**src/rtl/col_pair_scheduler_pkg.sv**
```systemverilog
// Shared definitions for the column pair scheduler: default widths and FSM encoding.
package col_pair_scheduler_pkg;

    localparam int DEF_ADDR_W = 11;
    localparam int DEF_COL_W  = 8;

    typedef enum logic [2:0] {
        IDLE     = 3'd0,
        PTR_A    = 3'd1,
        PTR_B    = 3'd2,
        PTR_C    = 3'd3,
        ISSUE    = 3'd4,
        NEXT_COL = 3'd5,
        FIN      = 3'd6
    } state_t;

endpackage

```
**src/rtl/col_pair_scheduler_if.sv**
```systemverilog
// Pointer-memory read port and pair-issue port of the column pair scheduler.
interface col_pair_scheduler_if
    import col_pair_scheduler_pkg::*;
#(
    parameter int ADDR_W = DEF_ADDR_W,
    parameter int COL_W  = DEF_COL_W
) ();

    logic              ptr_rd_en;
    logic [COL_W:0]    ptr_addr;
    logic [ADDR_W-1:0] ptr_data;

    logic [ADDR_W-1:0] addr_even;
    logic [ADDR_W-1:0] addr_odd;
    logic              valid_even;
    logic              valid_odd;
    logic              issue_ready;
    logic [COL_W-1:0]  col_idx;
    logic              col_done;

    modport master (
        output ptr_rd_en, ptr_addr, addr_even, addr_odd, valid_even, valid_odd,
               col_idx, col_done,
        input  ptr_data, issue_ready
    );

    modport slave (
        input  ptr_rd_en, ptr_addr, addr_even, addr_odd, valid_even, valid_odd,
               col_idx, col_done,
        output ptr_data, issue_ready
    );

endinterface

```
**src/rtl/col_pair_scheduler_pair_index_counter.sv**
```systemverilog
// Even/odd nonzero-index pair: loads a base, steps by two, presents base and base+1.
module pair_index_counter
    import col_pair_scheduler_pkg::*;
#(
    parameter int ADDR_W = DEF_ADDR_W
) (
    input  logic              clk,
    input  logic              reset,
    input  logic              load,
    input  logic [ADDR_W-1:0] base_in,
    input  logic              step,
    output logic [ADDR_W-1:0] even,
    output logic [ADDR_W-1:0] odd
);

    logic [ADDR_W-1:0] base;

    always_ff @(posedge clk) begin
        if (reset) begin
            base <= '0;
        end else if (load) begin
            base <= base_in;
        end else if (step) begin
            base <= base + ADDR_W'(2);
        end
    end

    assign even = base;
    assign odd  = base + ADDR_W'(1);

endmodule

```
**src/rtl/col_pair_scheduler.sv**
```systemverilog
// Walks columns 0..num_cols-1, reads each column's [start,end) pointers and issues
// the column's nonzero indices as even/odd pairs under issue_ready back-pressure.
module col_pair_scheduler
    import col_pair_scheduler_pkg::*;
#(
    parameter int ADDR_W = DEF_ADDR_W,
    parameter int COL_W  = DEF_COL_W
) (
    input  logic             clk,
    input  logic             reset,
    input  logic             start,
    input  logic [COL_W-1:0] num_cols,
    output logic             busy,
    output logic             done,
    output logic             ptr_err,
    col_pair_scheduler_if.master bus
);

    state_t            state;
    state_t            next_state;
    logic [COL_W-1:0]  j;
    logic [COL_W-1:0]  ncols_r;
    logic [ADDR_W-1:0] lo;
    logic [ADDR_W-1:0] hi;
    logic [ADDR_W-1:0] even;
    logic [ADDR_W-1:0] odd;
    logic              accept;
    logic              last_pair;
    logic              last_col;

    assign accept    = (state == ISSUE) && bus.issue_ready;
    // Widened by one bit so the end-of-column test cannot be fooled by wrap-around.
    assign last_pair = ({1'b0, even} + (ADDR_W+1)'(2)) >= {1'b0, hi};
    assign last_col  = (j == ncols_r - COL_W'(1));

    pair_index_counter #(.ADDR_W(ADDR_W)) u_pair_index_counter (
        .clk     (clk),
        .reset   (reset),
        .load    (state == PTR_C),
        .base_in (lo),
        .step    (accept),
        .even    (even),
        .odd     (odd)
    );

    always_ff @(posedge clk) begin
        if (reset) begin
            state <= IDLE;
        end else begin
            state <= next_state;
        end
    end

    always_comb begin
        next_state = state;
        case (state)
            IDLE:     if (start) next_state = (num_cols == '0) ? FIN : PTR_A;
            PTR_A:    next_state = PTR_B;
            PTR_B:    next_state = PTR_C;
            PTR_C:    next_state = (bus.ptr_data > lo) ? ISSUE : NEXT_COL;
            ISSUE:    if (accept && last_pair) next_state = NEXT_COL;
            NEXT_COL: next_state = last_col ? FIN : PTR_A;
            FIN:      next_state = IDLE;
            default:  next_state = IDLE;
        endcase
    end

    // Column bookkeeping; j returns to 0 after the last column so col_idx idles at 0.
    always_ff @(posedge clk) begin
        if (reset) begin
            j       <= '0;
            ncols_r <= '0;
            lo      <= '0;
            hi      <= '0;
            ptr_err <= 1'b0;
        end else begin
            if (state == IDLE && start) begin
                ncols_r <= num_cols;
                j       <= '0;
            end
            if (state == PTR_B) begin
                lo <= bus.ptr_data;
            end
            if (state == PTR_C) begin
                hi <= bus.ptr_data;
                if (bus.ptr_data < lo) begin
                    ptr_err <= 1'b1;
                end
            end
            if (state == NEXT_COL) begin
                j <= last_col ? '0 : j + COL_W'(1);
            end
        end
    end

    always_comb begin
        busy           = 1'b0;
        done           = 1'b0;
        bus.ptr_rd_en  = 1'b0;
        bus.ptr_addr   = '0;
        bus.valid_even = 1'b0;
        bus.valid_odd  = 1'b0;
        bus.col_done   = 1'b0;
        case (state)
            PTR_A: begin
                busy          = 1'b1;
                bus.ptr_rd_en = 1'b1;
                bus.ptr_addr  = {1'b0, j};
            end
            PTR_B: begin
                busy          = 1'b1;
                bus.ptr_rd_en = 1'b1;
                bus.ptr_addr  = {1'b0, j} + (COL_W+1)'(1);
            end
            PTR_C: begin
                busy = 1'b1;
            end
            ISSUE: begin
                busy           = 1'b1;
                bus.valid_even = 1'b1;
                bus.valid_odd  = (odd < hi);
            end
            NEXT_COL: begin
                busy         = 1'b1;
                bus.col_done = 1'b1;
            end
            FIN: begin
                done = 1'b1;
            end
            default: begin
                busy = 1'b0;
            end
        endcase
    end

    assign bus.addr_even = even;
    assign bus.addr_odd  = odd;
    assign bus.col_idx   = j;

endmodule
```
**src/flat_wrapper.sv**
```systemverilog
// flat-port wrapper written by rule: the top's interface ports become plain ports
module col_pair_scheduler_flat import col_pair_scheduler_pkg::*;
#(
    parameter int ADDR_W = DEF_ADDR_W,
    parameter int COL_W  = DEF_COL_W
)
  (clk, reset, start, num_cols, busy, done, ptr_err, bus_ptr_rd_en, bus_ptr_addr, bus_addr_even, bus_addr_odd, bus_valid_even, bus_valid_odd, bus_col_idx, bus_col_done, bus_ptr_data, bus_issue_ready);
  col_pair_scheduler_if #(.ADDR_W(ADDR_W), .COL_W(COL_W)) bus_i ();
  input  logic clk;
  input  logic reset;
  input  logic start;
  input  logic [COL_W-1:0] num_cols;
  output logic busy;
  output logic done;
  output logic ptr_err;
  output wire logic [$bits(bus_i.ptr_rd_en)-1:0] bus_ptr_rd_en;
  output wire logic [$bits(bus_i.ptr_addr)-1:0] bus_ptr_addr;
  output wire logic [$bits(bus_i.addr_even)-1:0] bus_addr_even;
  output wire logic [$bits(bus_i.addr_odd)-1:0] bus_addr_odd;
  output wire logic [$bits(bus_i.valid_even)-1:0] bus_valid_even;
  output wire logic [$bits(bus_i.valid_odd)-1:0] bus_valid_odd;
  output wire logic [$bits(bus_i.col_idx)-1:0] bus_col_idx;
  output wire logic [$bits(bus_i.col_done)-1:0] bus_col_done;
  input wire logic [$bits(bus_i.ptr_data)-1:0] bus_ptr_data;
  input wire logic [$bits(bus_i.issue_ready)-1:0] bus_issue_ready;
  assign bus_ptr_rd_en = bus_i.ptr_rd_en;
  assign bus_ptr_addr = bus_i.ptr_addr;
  assign bus_addr_even = bus_i.addr_even;
  assign bus_addr_odd = bus_i.addr_odd;
  assign bus_valid_even = bus_i.valid_even;
  assign bus_valid_odd = bus_i.valid_odd;
  assign bus_col_idx = bus_i.col_idx;
  assign bus_col_done = bus_i.col_done;
  assign bus_i.ptr_data = bus_ptr_data;
  assign bus_i.issue_ready = bus_issue_ready;
  col_pair_scheduler #(.ADDR_W(ADDR_W), .COL_W(COL_W)) u_core (.clk(clk), .reset(reset), .start(start), .num_cols(num_cols), .busy(busy), .done(done), .ptr_err(ptr_err), .bus(bus_i));
endmodule
```
**config.mk**
```make
export PLATFORM = sky130hd
export DESIGN_NAME = col_pair_scheduler_flat
export DESIGN_NICKNAME = d
export VERILOG_FILES = /design/src/rtl/col_pair_scheduler_pkg.sv /design/src/rtl/col_pair_scheduler_if.sv /design/src/rtl/col_pair_scheduler_pair_index_counter.sv /design/src/rtl/col_pair_scheduler.sv /design/src/flat_wrapper.sv
export SDC_FILE = /design/constraint.sdc
export NUM_CORES = 1
export LEC_CHECK = 0
export ABC_AREA = 0
export CORE_ASPECT_RATIO = 1.75
export CORE_MARGIN = 2
export CORE_UTILIZATION = 60
export CTS_BUF_LIST = sky130_fd_sc_hd__clkbuf_4 sky130_fd_sc_hd__clkbuf_8
export DETAILED_ROUTE_END_ITERATION = 8
export DONT_BUFFER_PORTS = 1
export MAX_ROUTING_LAYER = met4
export PLACE_DENSITY = 0.79
export SLEW_MARGIN = 10
export SYNTH_ARGS = -nofsm -noshare
export SYNTH_HDL_FRONTEND = slang
export SYNTH_SLANG_ARGS = --single-unit
export TNS_END_PERCENT = 50
```
**constraint.sdc**
```tcl
create_clock -name clk -period 2.4 [get_ports clk]
set_input_delay 0.24 -clock clk [delete_from_list [all_inputs] [get_ports clk]]
set_output_delay 0.24 -clock clk [all_outputs]
set_load 0.02 [all_outputs]
```
* Yosys cells after proc, flatten, opt, wreduce, memory -nomap -nowiden
Index checks and enable logic that the tools add are counted.
** Cells by class
- Magnitude comparators :: 4
- Mux-type cells :: 18
- $add $sub $neg :: 6
- Equality and inequality tests :: 9
- Reduce and logical (&&, ||, !) cells :: 11
** Operators with widths (number)
- $mux W8 :: 3
- $lt A11 B11 Y1 :: 2
- $mux W11 :: 2
- $pmux W3 S6 :: 1
- $pmux W9 S2 :: 1
- $add A11 B2 Y12 const B :: 1
- $ge A12 B11 Y1 :: 1
- $mux W3 :: 4
- $add A11 B1 Y11 const B :: 1
- $add A11 B2 Y11 const B :: 1
- $gt A11 B11 Y1 :: 1
- $add A8 B1 Y9 const B :: 1
- $eq A3 B3 Y1 const B :: 3
- $add A8 B1 Y8 const B :: 1
- $eq A8 B8 Y1 :: 1
- $logic_not A8 Y1 :: 1
- $sub A8 B1 Y8 const B :: 1
- $mux W1 :: 7
- $eq A3 B2 Y1 const B :: 2
- $reduce_or A5 Y1 :: 1
- $ne A2 B2 Y1 const B :: 2
- $reduce_and A2 Y1 :: 2
- $reduce_bool A2 Y1 :: 2
- $eq A3 B1 Y1 const B :: 1
- 3 further kinds :: 5
** Word-level totals
- Bits in registers :: 53
- Output and inout port bits :: 46
- Logic and storage cells :: 55
- Input bits :: 23

* Longest topological paths before layout
- Depth in word-level cells :: 5
- Gate-level depth with buffers :: 11
- Mapped depth without buffers :: 10

* Hierarchy
From an unflattened synthesis, not the netlist that was laid out.
** Unflattened totals
- Cells, all modules :: 526
- Area, all modules :: 3896.2 µm²
** Modules (own cells, without submodules)
- col_pair_scheduler :: times used 1, cells an instance 423, area each 3095.5 µm², seq. area each 840.8 µm²
- pair_index_counter :: times used 1, cells an instance 103, area each 800.8 µm², seq. area each 220.2 µm²

* Worst setup path before layout
No wires, ideal clock.
- Path type :: reg-to-output
- From :: reg u_core.u_pair_index_counter.base[1], in the netlist u_core.u_pair_index_counter.even[1]
- To :: out bus_valid_odd
- Path slack :: -699 ps
- Arrival :: 2859 ps
- Required time :: 2160 ps
- Path buffers :: 0
- Stages on the path, launching flop included :: 11
- Path through :: dfxtp_1 > ha_1 > and3_1 > and4_1 > nand4_1 > xnor2_1 > ha_1 > and4_1 > nand2_1 > nand3_1 > a31oi_1
** On the way
- Cells in the longest elaborated chain, start to end :: 3
** RTL lines
- start: declaration :: RTL line col_pair_scheduler_pair_index_counter.sv:16 : logic [ADDR_W-1:0] base;
- start signal: assignment :: RTL line col_pair_scheduler_pair_index_counter.sv:22 : base <= base_in;
- start signal: assignment :: RTL line col_pair_scheduler_pair_index_counter.sv:24 : base <= base + ADDR_W'(2);
- $add A11 B1 Y11 :: RTL line col_pair_scheduler_pair_index_counter.sv:29 : assign odd = base + ADDR_W'(1);
- net bus_addr_odd[10] :: RTL line flat_wrapper.sv:19 : output wire logic [$bits(bus_i.addr_odd)-1:0] bus_addr_odd;
- $lt A11 B11 Y1 :: RTL line col_pair_scheduler.sv:121 : bus.valid_odd = (odd < hi);
- $mux W1 :: RTL line col_pair_scheduler.sv:104 : case (state)
- end: declaration :: RTL line flat_wrapper.sv:21 : output wire logic [$bits(bus_i.valid_odd)-1:0] bus_valid_odd;
The timed path passes the listed nets, and every way through them passes these cells.

* Worst setup path after layout
- From :: reg u_core.u_pair_index_counter.base[3], in the netlist u_core.u_pair_index_counter.even[3]
- To :: out bus_valid_odd
** On the way
- Cells in the longest elaborated chain, start to end :: 3
** RTL lines (RTL line)
- $add A11 B1 Y11 :: col_pair_scheduler_pair_index_counter.sv:29
- $lt A11 B11 Y1 :: col_pair_scheduler.sv:121
- $mux W1 :: col_pair_scheduler.sv:104
No other way between the ends.

==> reports/summary.txt <==
Final antenna-violating net count - 0
CTS clk-pin slew, worst paths - 100 ps
Initial DRC count - 157
Layout cells sized above 1 - 0.186
Vias - 3601
Sequential share of the synthesized area - 0.278
Status - finished with violations
Max Buffers Root-to-Sink - 2
Crit Path Max Fanout - 10
Most frequent cells in the layout - nand2_1, nor2_1, a21oi_1, buf_4, dfxtp_1
Synthesized area per cell - 7.61 µm²
# diodes - 0
Worst setup EP type - output port
Synthesized flop and latch total - 53
Post-synthesis cell type count - 56
CTS H-Tree Depth - 2
Synth warn - 0
Port bufs - 0
Core ar. - 6180 µm²
Leading cell type in the layout, fill and taps excluded - nand2_1
Final hold viol count - 0
Largest net degree at the start of global routing - 43
Sink Count - 53
Mapped cell area - 3820 µm²
CP Launch Type - register
Max transition margin - 0.632
Wire length of the first global-routing pass - 16600 µm
Final setup fails - 2
CTS root buffer - clkbuf_8
Clk Latency, worst-skew pair - 330 ps
Ordered list of cells on the worst path - nand4_1 -> nor3_4 -> xor2_2 -> ha_4 -> a21o_1 -> a211oi_2 -> nand3_2 -> a31oi_4
Post-Route WL - 10300 µm
Rows - 38
Fin nets - 586
Tcrit/Tclk final - 1.11
Die area - 7050 µm²
GRT overflow - 0
Routability cong. - 0.938
Highest clock rate - 375 MHz
Drt pass-1 iters - 4
MaxCap Viol Count - 0
Gr usage total - 0.315
CP max stage cell - dfxtp_4
Die width - 64.3 µm
Placed cells - 590
CP peak stage delay - 420 ps
Layout Skew - 12.2 ps
Post-synth EDFFs - 0
Detail Placement HPWL - 8050 µm
Die height - 110 µm
Drt drc - 0
TritonCTS clock tree - done
PD cells - 412 nW/µm²
Failing checks - negative setup slack
Critical Path Start - u_core.u_pair_index_counter.even[3]
Routed length per instance - 17.1 µm
Syn Nets - 563
Slew Limit Fails - 0
Crit path time final - 2670 ps
CTS Buf Count - 5
Hold Crit Start - bus_ptr_data[9]
Pleak - 0.00176 µW
Worst EP arrival - 2430 ps
CP Data Required Time - 2160 ps
Cells after synthesis - 502
Num ports - 69
FFs w/ async S/R, synth - 0
Tightest Pin Transition - 551 ps
Worst vdd ir - 0.420 mV
Crit Path Category - reg -> out
Setup TNS - -388 ps
Top FF cell, synth - dfxtp_1
Area delta synth->final - 15.1%
Initial Util - 0.618
Vias/cell - 5.94
Final worst slack - -270 ps
Initial antenna violation count - 0
RSZ-0062 raised after global routing - yes
Final core utilization - 0.711
Hold WC Path Type - in -> reg
Vias in the first global route - 3575
Worst R2R Start - u_core.u_pair_index_counter.even[1]
Final std cells w/o fill - 606
## synthesized netlist by cell type (all sizes together) (2+ instances only)
cell,n,share of area
nor3b,3,0.0059
nor3,7,0.013
o211ai,11,0.022
nor4,3,0.0065
a221oi,3,0.0069
o31ai,2,0.0039
mux2i,2,0.0052
and3,3,0.0049
nand4,9,0.015
inv,34,0.033
a211oi,4,0.0079
xor2,12,0.032
a21o,6,0.012
and4,3,0.0069
buf,15,0.022
or2,3,0.0049
clkbuf,16,0.016
xnor2,19,0.044
nand3,17,0.026
ha,38,0.12
nor2b,4,0.0065
o21ai,14,0.021
a31oi,2,0.0033
or4,2,0.0039
nand2b,5,0.0082
dfxtp,53,0.28
nor2,57,0.060
a21oi,48,0.063
and2,3,0.0049
a22oi,13,0.026
nand2,78,0.077
## power by group
group	switching, µW	total, µW	internal [µW]	leakage [µW]
sequential	40.7	943	902	0.000436
clock	314	534	220	0.0000490
combinational	205	335	130	0.00128
## worst max-delay path, delay by kind of cell (launching register included)
kind                       cells  cell delay (ps)
AOI/OAI and AO/OA              3              700
xor gates and xnor gates       1              230
adders and majority gates      1              240
DFF                            1              420
and+or+nand+nor                3              530
## sequential cells by signal (all words and copies together) (netlist names)
| name | cells |
|---|---|
| u_core.hi | 11 |
| u_core.ptr_err | 1 |
| u_core.lo | 11 |
| u_core.state | 3 |
| u_core.u_pair_index_counter.even | 11 |
| u_core.ncols_r | 8 |
| u_core.bus.col_idx | 8 |
## layout make-up
class                   count  area [µm²]
multi-input cells         384        2620
fillers                   537        1780
flip-flops and latches     53        1090
repair buffers             47         369
inverters                  34         128
well taps                  80         100
clock buffers               6        76.3
clock inverters             2        13.8
## logic make-up (layout without fill, tap and decap cells)
group	after synthesis	count (layout)	synth area share
xor gates and xnor gates	31	31	0.0760
DFF	53	53	0.278
muxes	2	2	0.00524
adders and majority gates	38	38	0.124
and+or+nand+nor	199	199	0.250
buffers and inverters	65	89	0.0711
AOI/OAI and AO/OA	114	114	0.196
## path summary, 6_finish.rpt
| check | end | slack, ps | cells after the start |
|---|---|---|---|
| max | bus_valid_odd | -270 | 8 |
| min | u_core.hi[9] | 40 | 2 |
| max reg2reg | u_core.state[0] | -120 | 12 |
| min reg2reg | u_core.hi[4] | 460 | 2 |
## per-stage QoR
step | hold slack (ps) | worst slack (ps) | cell area (µm²) | total power, µW
final | 41.3 | -270 | 4400 | 1810
after detailed placement | 311 | -14.5 | 4170 | 1280
after floorplan | 376 | -91.1 | 3950 | 1230
after global routing | 36.2 | -349 | 4400 | 1900
after global placement | 310 | 105 | 4170 | 1270
after CTS | 34.7 | -256 | 4330 | 1820
## metal layers
layer	up-vias	track usage	routed length [µm]
li1	1777	-	-
met1	1680	0.275	3400
met2	112	0.602	5880
met3	32	0.0532	517
met4	0	0.213	554
met5	-	-	0
## timing repair
| action | CTS | global route |
|---|---|---|
| endpoints found under the hold margin | 42 | 0 |
| gates resized for setup | 1 | 10 |
| setup buffers | 4 | 3 |
| pin swaps | 6 | 5 |
| hold buffers | 1 | 0 |
| setup endpoints to repair | 2 | 5 |
Note: power is estimated with default switching activity, not from simulation.
